[src/rtl/fpgc_pkg.sv]
// fpgc_pkg: shared state enum and default sizing for the register save sequencer
package fpgc_pkg;
  localparam int NREGS = 15;
  localparam int STACK_DEPTH = 128;
  localparam int MAXF = STACK_DEPTH / NREGS;
  localparam int ADDR_W = 4;
  typedef enum logic [2:0] {IDLE, SAVE, SAVE_LAST, REST, REST_LAST, FINISH} state_t;
endpackage

[src/rtl/reg_save_sequencer.sv]
// reg_save_sequencer: pushes r1..rNREGS to the stack on save_start and pops them back on restore_start (ports: start/hold control, busy/done/err status, register-file read/write, stack push/pop)
module reg_save_sequencer #(
  parameter int NREGS = fpgc_pkg::NREGS,
  parameter int DATA_W = 32,
  parameter int ADDR_W = fpgc_pkg::ADDR_W,
  parameter int STACK_DEPTH = fpgc_pkg::STACK_DEPTH
) (
  input  logic              clk,
  input  logic              reset,
  input  logic              save_start,
  input  logic              restore_start,
  input  logic              hold,
  output logic              busy,
  output logic              done,
  output logic              err,
  output logic [ADDR_W-1:0] rf_raddr,
  input  logic [DATA_W-1:0] rf_rdata,
  output logic              rf_we,
  output logic [ADDR_W-1:0] rf_waddr,
  output logic [DATA_W-1:0] rf_wdata,
  output logic              stk_push,
  output logic              stk_pop,
  output logic [DATA_W-1:0] stk_d,
  input  logic [DATA_W-1:0] stk_q
);
  import fpgc_pkg::*;
  localparam int MAXF = STACK_DEPTH / NREGS;
  localparam int FW = $clog2(MAXF + 1);
  state_t state;
  logic [ADDR_W-1:0] idx;
  logic [FW-1:0] frames;
  logic dir_save, err_r, hp, last;
  logic [DATA_W-1:0] sav;
  assign last = idx == ADDR_W'(NREGS);
  always_ff @(posedge clk)
    if (reset) begin
      state <= IDLE;
      idx <= '0;
      frames <= '0;
      dir_save <= 1'b0;
      err_r <= 1'b0;
      hp <= 1'b0;
      sav <= '0;
    end else begin
      err_r <= 1'b0;
      hp <= hold && state != IDLE;
      if (hold && !hp && state != IDLE) sav <= rf_rdata;
      if (!hold)
        case (state)
          IDLE:
            if (save_start) begin
              if (frames == FW'(MAXF)) err_r <= 1'b1;
              else begin
                state <= SAVE;
                idx <= ADDR_W'(1);
                dir_save <= 1'b1;
              end
            end else if (restore_start) begin
              if (frames == '0) err_r <= 1'b1;
              else begin
                state <= REST;
                idx <= ADDR_W'(1);
                dir_save <= 1'b0;
              end
            end
          SAVE: begin
            state <= last ? SAVE_LAST : SAVE;
            idx <= last ? idx : idx + ADDR_W'(1);
          end
          SAVE_LAST: state <= FINISH;
          REST: begin
            state <= last ? REST_LAST : REST;
            idx <= last ? idx : idx + ADDR_W'(1);
          end
          REST_LAST: state <= FINISH;
          FINISH: begin
            state <= IDLE;
            idx <= '0;
            frames <= dir_save ? frames + FW'(1) : frames - FW'(1);
          end
          default: state <= IDLE;
        endcase
    end
  assign busy = state inside {SAVE, SAVE_LAST, REST, REST_LAST};
  assign done = state == FINISH && !hold;
  assign err = err_r;
  assign stk_push = !hold && ((state == SAVE && idx != ADDR_W'(1)) || state == SAVE_LAST);
  assign stk_pop = !hold && state == REST;
  assign rf_we = !hold && ((state == REST && idx != ADDR_W'(1)) || state == REST_LAST);
  assign rf_raddr = state == SAVE ? idx : '0;
  assign rf_waddr = !rf_we ? '0 : state == REST_LAST ? ADDR_W'(1) : ADDR_W'(NREGS + 2) - idx;
  assign stk_d = stk_push ? (hp ? sav : rf_rdata) : '0;
  assign rf_wdata = rf_we ? stk_q : '0;
endmodule
[config.mk]
export PLATFORM = sky130hd
export DESIGN_NAME = reg_save_sequencer
export DESIGN_NICKNAME = d
export VERILOG_FILES = /design/src/rtl/fpgc_pkg.sv /design/src/rtl/reg_save_sequencer.sv
export SDC_FILE = /design/constraint.sdc
export NUM_CORES = 1
export LEC_CHECK = 0
export CAP_MARGIN = 10
export CORE_UTILIZATION = 36
export DETAILED_ROUTE_END_ITERATION = 16
export PLACE_DENSITY = 0.82
export SKIP_CTS_REPAIR_TIMING = 1
export SYNTH_ARGS = -nofsm -noshare
export SYNTH_HDL_FRONTEND = slang
export SYNTH_SLANG_ARGS = --single-unit
[constraint.sdc]
create_clock -name clk -period 1.71 [get_ports clk]
set_input_delay 0.342 -clock clk [delete_from_list [all_inputs] [get_ports clk]]
set_output_delay 0.342 -clock clk [all_outputs]
set_load 0.1 [all_outputs]
Yosys cells after proc, flatten, opt, wreduce, memory -nomap -nowiden --
Cells that the tools add are included. W data, S select, Z words.
Word-level totals: input bits 69, ROM bits 0, output and inout bits 78, memory bits (writable) 0, memories 0, flip-flop bits (word level) 46, bits in latches 0
Cells by class: order comparisons 0, multiply operators 0, eq/ne operators 14, div/mod/pow operators 0, $add $sub $neg 4, reduce and logical (&&, ||, !) cells 26, bitwise gates (word level) 2, muxes and demuxes 28, shift-type cells 0
Operators with widths (count):
- $mux W32 | 3
- $mux W4 | 9
- $mux W3 | 5
- $pmux W3 S4 | 1
- $pmux W4 S3 | 1
- $logic_and A1 B1 Y1 | 9
- $ne A3 B3 Y1 const B | 3
- $add A4 B1 Y4 const B | 2
- $eq A4 B4 Y1 const B | 2
- $mux W1 | 8
- $eq A3 B2 Y1 const B | 2
- $eq A3 B3 Y1 const B | 2
- $ne A2 B2 Y1 const B | 3
- $reduce_and A6 Y1 | 1
- $reduce_bool A3 Y1 | 2
- $reduce_and A5 Y1 | 1
- $logic_not A4 Y1 | 1
- $ne A4 B1 Y1 const B | 1
- $reduce_and A4 Y1 | 1
- $reduce_bool A4 Y1 | 1
- $reduce_or A2 Y1 | 2
- $sub A1 B4 Y4 const A | 1
- $sub A4 B1 Y4 const B | 1
- $eq A3 B1 Y1 const B | 1
- 8 further kinds | 11

Logic depth before layout (Yosys ltp) --
Gate-level depths: netlist (run 1).
word-level depth 5, mapped depth 7

Worst setup path before layout (run 1) --
OpenSTA, ideal clock, no wires.
kind in2out, start point in hold, end point out rf_waddr[1], arrival time 3.859 ns, path slack -2.491 ns, data required time 1.368 ns, stages 4, cells stage by stage buf_2 -> buf_1 -> nor3_1 -> and3_1
On the way: longest elaborated chain between the ends 3
Ends and longest elaborated chain:
- from (decl) | RTL line reg_save_sequencer.sv:12 | input logic hold,
- $logic_not A1 Y1 | RTL line reg_save_sequencer.sv:89 | assign rf_we = !hold && ((state == REST && idx != ADDR_W'(1)) || state == REST_LAST);
- $logic_and A1 B1 Y1 | RTL line reg_save_sequencer.sv:89
- $mux W4 | RTL line reg_save_sequencer.sv:91 | assign rf_waddr = !rf_we ? '0 : state == REST_LAST ? ADDR_W'(1) : ADDR_W'(NREGS + 2) - idx;
- to (decl) | RTL line reg_save_sequencer.sv:19 | output logic [ADDR_W-1:0] rf_waddr,
Every way passes these cells.

Worst setup path in the final report (run 1) --
start point reg idx[2], end point out stk_d[18]
On the way: longest elaborated chain between the ends 5
Ends and longest elaborated chain:
- from (decl) | RTL line reg_save_sequencer.sv:30 | logic [ADDR_W-1:0] idx;
- from (signal assigned) | RTL line reg_save_sequencer.sv:68 | idx <= last ? idx : idx + ADDR_W'(1);
- from (signal assigned) | RTL line reg_save_sequencer.sv:73 | idx <= last ? idx : idx + ADDR_W'(1);
- $ne A4 B1 Y1 | RTL line reg_save_sequencer.sv:87 | assign stk_push = !hold && ((state == SAVE && idx != ADDR_W'(1)) || state == SAVE_LAST);
- $logic_and A1 B1 Y1 | RTL line reg_save_sequencer.sv:87
- $logic_or A1 B1 Y1 | RTL line reg_save_sequencer.sv:87
- $logic_and A1 B1 Y1 | RTL line reg_save_sequencer.sv:87
- $mux W32 | RTL line reg_save_sequencer.sv:92 | assign stk_d = stk_push ? (hp ? sav : rf_rdata) : '0;
- to (decl) | RTL line reg_save_sequencer.sv:23 | output logic [DATA_W-1:0] stk_d,
Every way passes these cells.

==> results of run 1 <==
[per-stage QoR]
stage	worst slack, ps	total power, mW	hold slack, ps	cells
2_1_floorplan	-621	2.09	436	368
3_3_place_gp	-357	2.63	441	629
3_5_place_dp	-398	2.67	447	629
4_1_cts	-688	3.65	343	637
5_1_grt	-756	3.91	370	650
6_report	-705	3.77	362	650
[worst max path at each step]
stage	start	to	slack [ps]	cells after the start
2_1_floorplan	state[0]	rf_waddr[1]	-620	4
3_3_place_gp	hold	frames[3]	-360	7
3_5_place_dp	hold	frames[3]	-400	7
4_1_cts	idx[2]	rf_waddr[0]	-690	9
5_1_grt	idx[2]	stk_d[16]	-760	8
6_report	idx[2]	stk_d[18]	-700	8
[cells by family (layout without fill, tap and decap cells)]
family                   Yosys count  after routing
XOR/XNOR                           6              6
AO/OA/AOI/OAI                     59             59
buffers and inverters             35            215
multiplexers                      39             39
flip-flops                        46             46
AND/OR/NAND/NOR                  177            177
adder cells (fa/ha/maj)            6              6
[worst max-delay path, delay by kind of cell, from the launching register on]
kind,cells,cell delay (ps)
AOI/OAI and AO/OA,1,460
and+or+nand+nor,3,340
adders and majority gates,1,150
DFF,1,350
buffers and inverters,3,450
[sequential cells by signal, summed over array words and instances (netlist names)]
name	count
hp	1
idx	4
dir_save	1
state	3
frames	4
sav	32
err	1
[routing by layer]
metal	global-route usage	part of all wire
met5	0	0
met4	0.0847	0.022
met3	0.0352	0.030
met2	0.454	0.55
met1	0.285	0.40
[layout by cell type (no fill, tap or decap), types with 3 or more instances in the layout]
cell type and count:
xnor2_1 5, clkbuf_16 4, buf_12 86, clkbuf_8 5
dfxtp_1 40, dfxtp_2 4, nor3_4 4, nand2_1 70
inv_2 3, and2_4 32, mux2i_1 37, nor2_1 13
buf_4 28, and3_4 4, ha_1 4, inv_1 3
a21oi_1 39, nor2_4 32, buf_6 12, clkdlybuf4s50_1 66
[power groups by stage]
| stage | logic (mW) | clock network [mW] | registers [mW] |
|---|---|---|---|
| floorplan | 0.897 | 0 | 1.19 |
| global placement | 1.45 | 0 | 1.19 |
| detailed placement | 1.48 | 0 | 1.19 |
| CTS | 1.49 | 1.00 | 1.17 |
| global route | 1.68 | 1.06 | 1.18 |
| finish | 1.62 | 0.988 | 1.17 |
[layout make-up]
cell class	instances	area (um2)
clock buffers	5	68.8
clock inverters	3	68.8
flip-flops and latches	46	933
inverters	7	42.5
multi-input cells	287	2210
repair buffers	200	2890
well taps	102	128
fillers	405	1390
==> reports/results.tsv, run 1 <==
metric	value	unit
CP max-delay cell	a211o_4	
Comb pwr share	0.428	
CTS sink cnt	46	
status	finished with violations	
share of cells above drive strength 1	0.443	
first-pass GRT wire length	16.3	mm
worst r2r src	state[1]	
CP max stage delay	460	ps
Int Pwr	2.41	mW
Vias/cell	5.13	
antenna violations before repair	0	
P_sw	1.37	mW
Synth area leader	dfxtp_1	
Post-Synth Simple-Gate Area	0.308	
Die Ht	91.3	um
main combinational cell family by area after synthesis	simple AND/OR/NAND/NOR gates	
Syn Inst Count	368	
Setup crit end kind	primary output	
final setup TNS	-44640	ps
Hold Path Class	in -> reg	
pwr dens	595	nW/um2
initial drt markers	168	
flop and latch count out of synthesis	46	
Post-Synth XOR/XNOR Area	0.0183	
Post-Syn Area	2870	um2
mux share of post-synthesis cell area	0.137	
final critical-path required period	2410	ps
initial core utilization	0.371	
post-synthesis adder-cell area fraction	0.0288	
area post-placement	5880	um2
max-cap violations	0	
I/O Pins	147	
Lkg Pwr	2.40	nW
Area contributors post-synth	dfxtp_1, mux2i_1, nand2_1, a21oi_1, and2_1	
CTS root buffer	clkbuf_8	
sw frac	0.362	
syn avg cell area	7.80	um2
most common cell in the netlist	nand2_1	
worst path cell trace	inv_2, ha_4, nand3b_1, nand3_1, a211o_4, clkbuf_16, nor2_4, buf_12	
Max clock buf depth	2	
WHS Path Cells	2	
crit path max fanout	7	
Startpoint Class	register	
Fmax	414	MHz
Die X	91.3	um
drt wl/cell	17.5	um
Buffers on Ports	146	
hold endpoint	idx[2]	
post-synthesis sequential area ratio	0.321	
Hold Startpoint	reset	
Max Slew Vio Count	0	
Reg-to-Reg End	frames[3]	
critical path data required time	1370	ps
fin crit share	1.41	
Die ar.	8330	um2
warnings from Yosys	0	
H-tree Lvls	2	
ys async rst share	0	
Layout Skew	7.67	ps
final worst-path setup slack	-705	ps
design area	6340	um2
Post-route DRC	0	
Overflow after GRT	0	
RePlAce Congestion	0.858	
number of CTS-inserted buffers	5	
Final Core Density	0.820	
clock network power share	0.262	
largest net degree at the start of global routing	37	
Worst-Margin Slew	393	ps
final WL	11.4	mm
All-Layer GR Usage	0.245	
area grow syn2layout	121	%
Final Hold Vio Count	0	
CTS tree	built	
Critical Path AT	2070	ps
Sequential Power Share	0.310	
DP HPWL	7.89	mm
vias in the first global route	3244	
top cell type's share of synthesized area	0.321	
Syn Nets	443	
NumNets Final	622	
antenna cells	0	
slew margin rel.	0.736	
number of flops mapped to enable cells by yosys	0	
cells on worst reg2reg path	8	
failing checks	negative setup slack	
Peak VDD IR	643	uV
RSZ-0062 raised after global routing	yes	
DRT Pass-1 Iters	5	
Final setup viols	79	
clock-pin slew on the worst setup and hold paths	90	ps
Synth cell types	47	
FF-to-FF setup slack	-160	ps
ANT nets after route	0	
top post-synthesis cells by count	nand2_1, dfxtp_1, a21oi_1	
Worst-Skew Late Latency	310	ps
ys flop type	dfxtp_1	
Synth Area in Compound Gates	0.127	
vias after detailed routing	3335	
core area	7730	um2
crit path kind	reg -> out	
# rows	32	
(Power assumes the default switching activity.)
==> inputs of run 2 (changes only) <==
Settings changed: GPL_ROUTABILITY_DRIVEN set to 1.
==> results of run 2 <==
Final layout, timing and power as in run 1 (identical DEF).
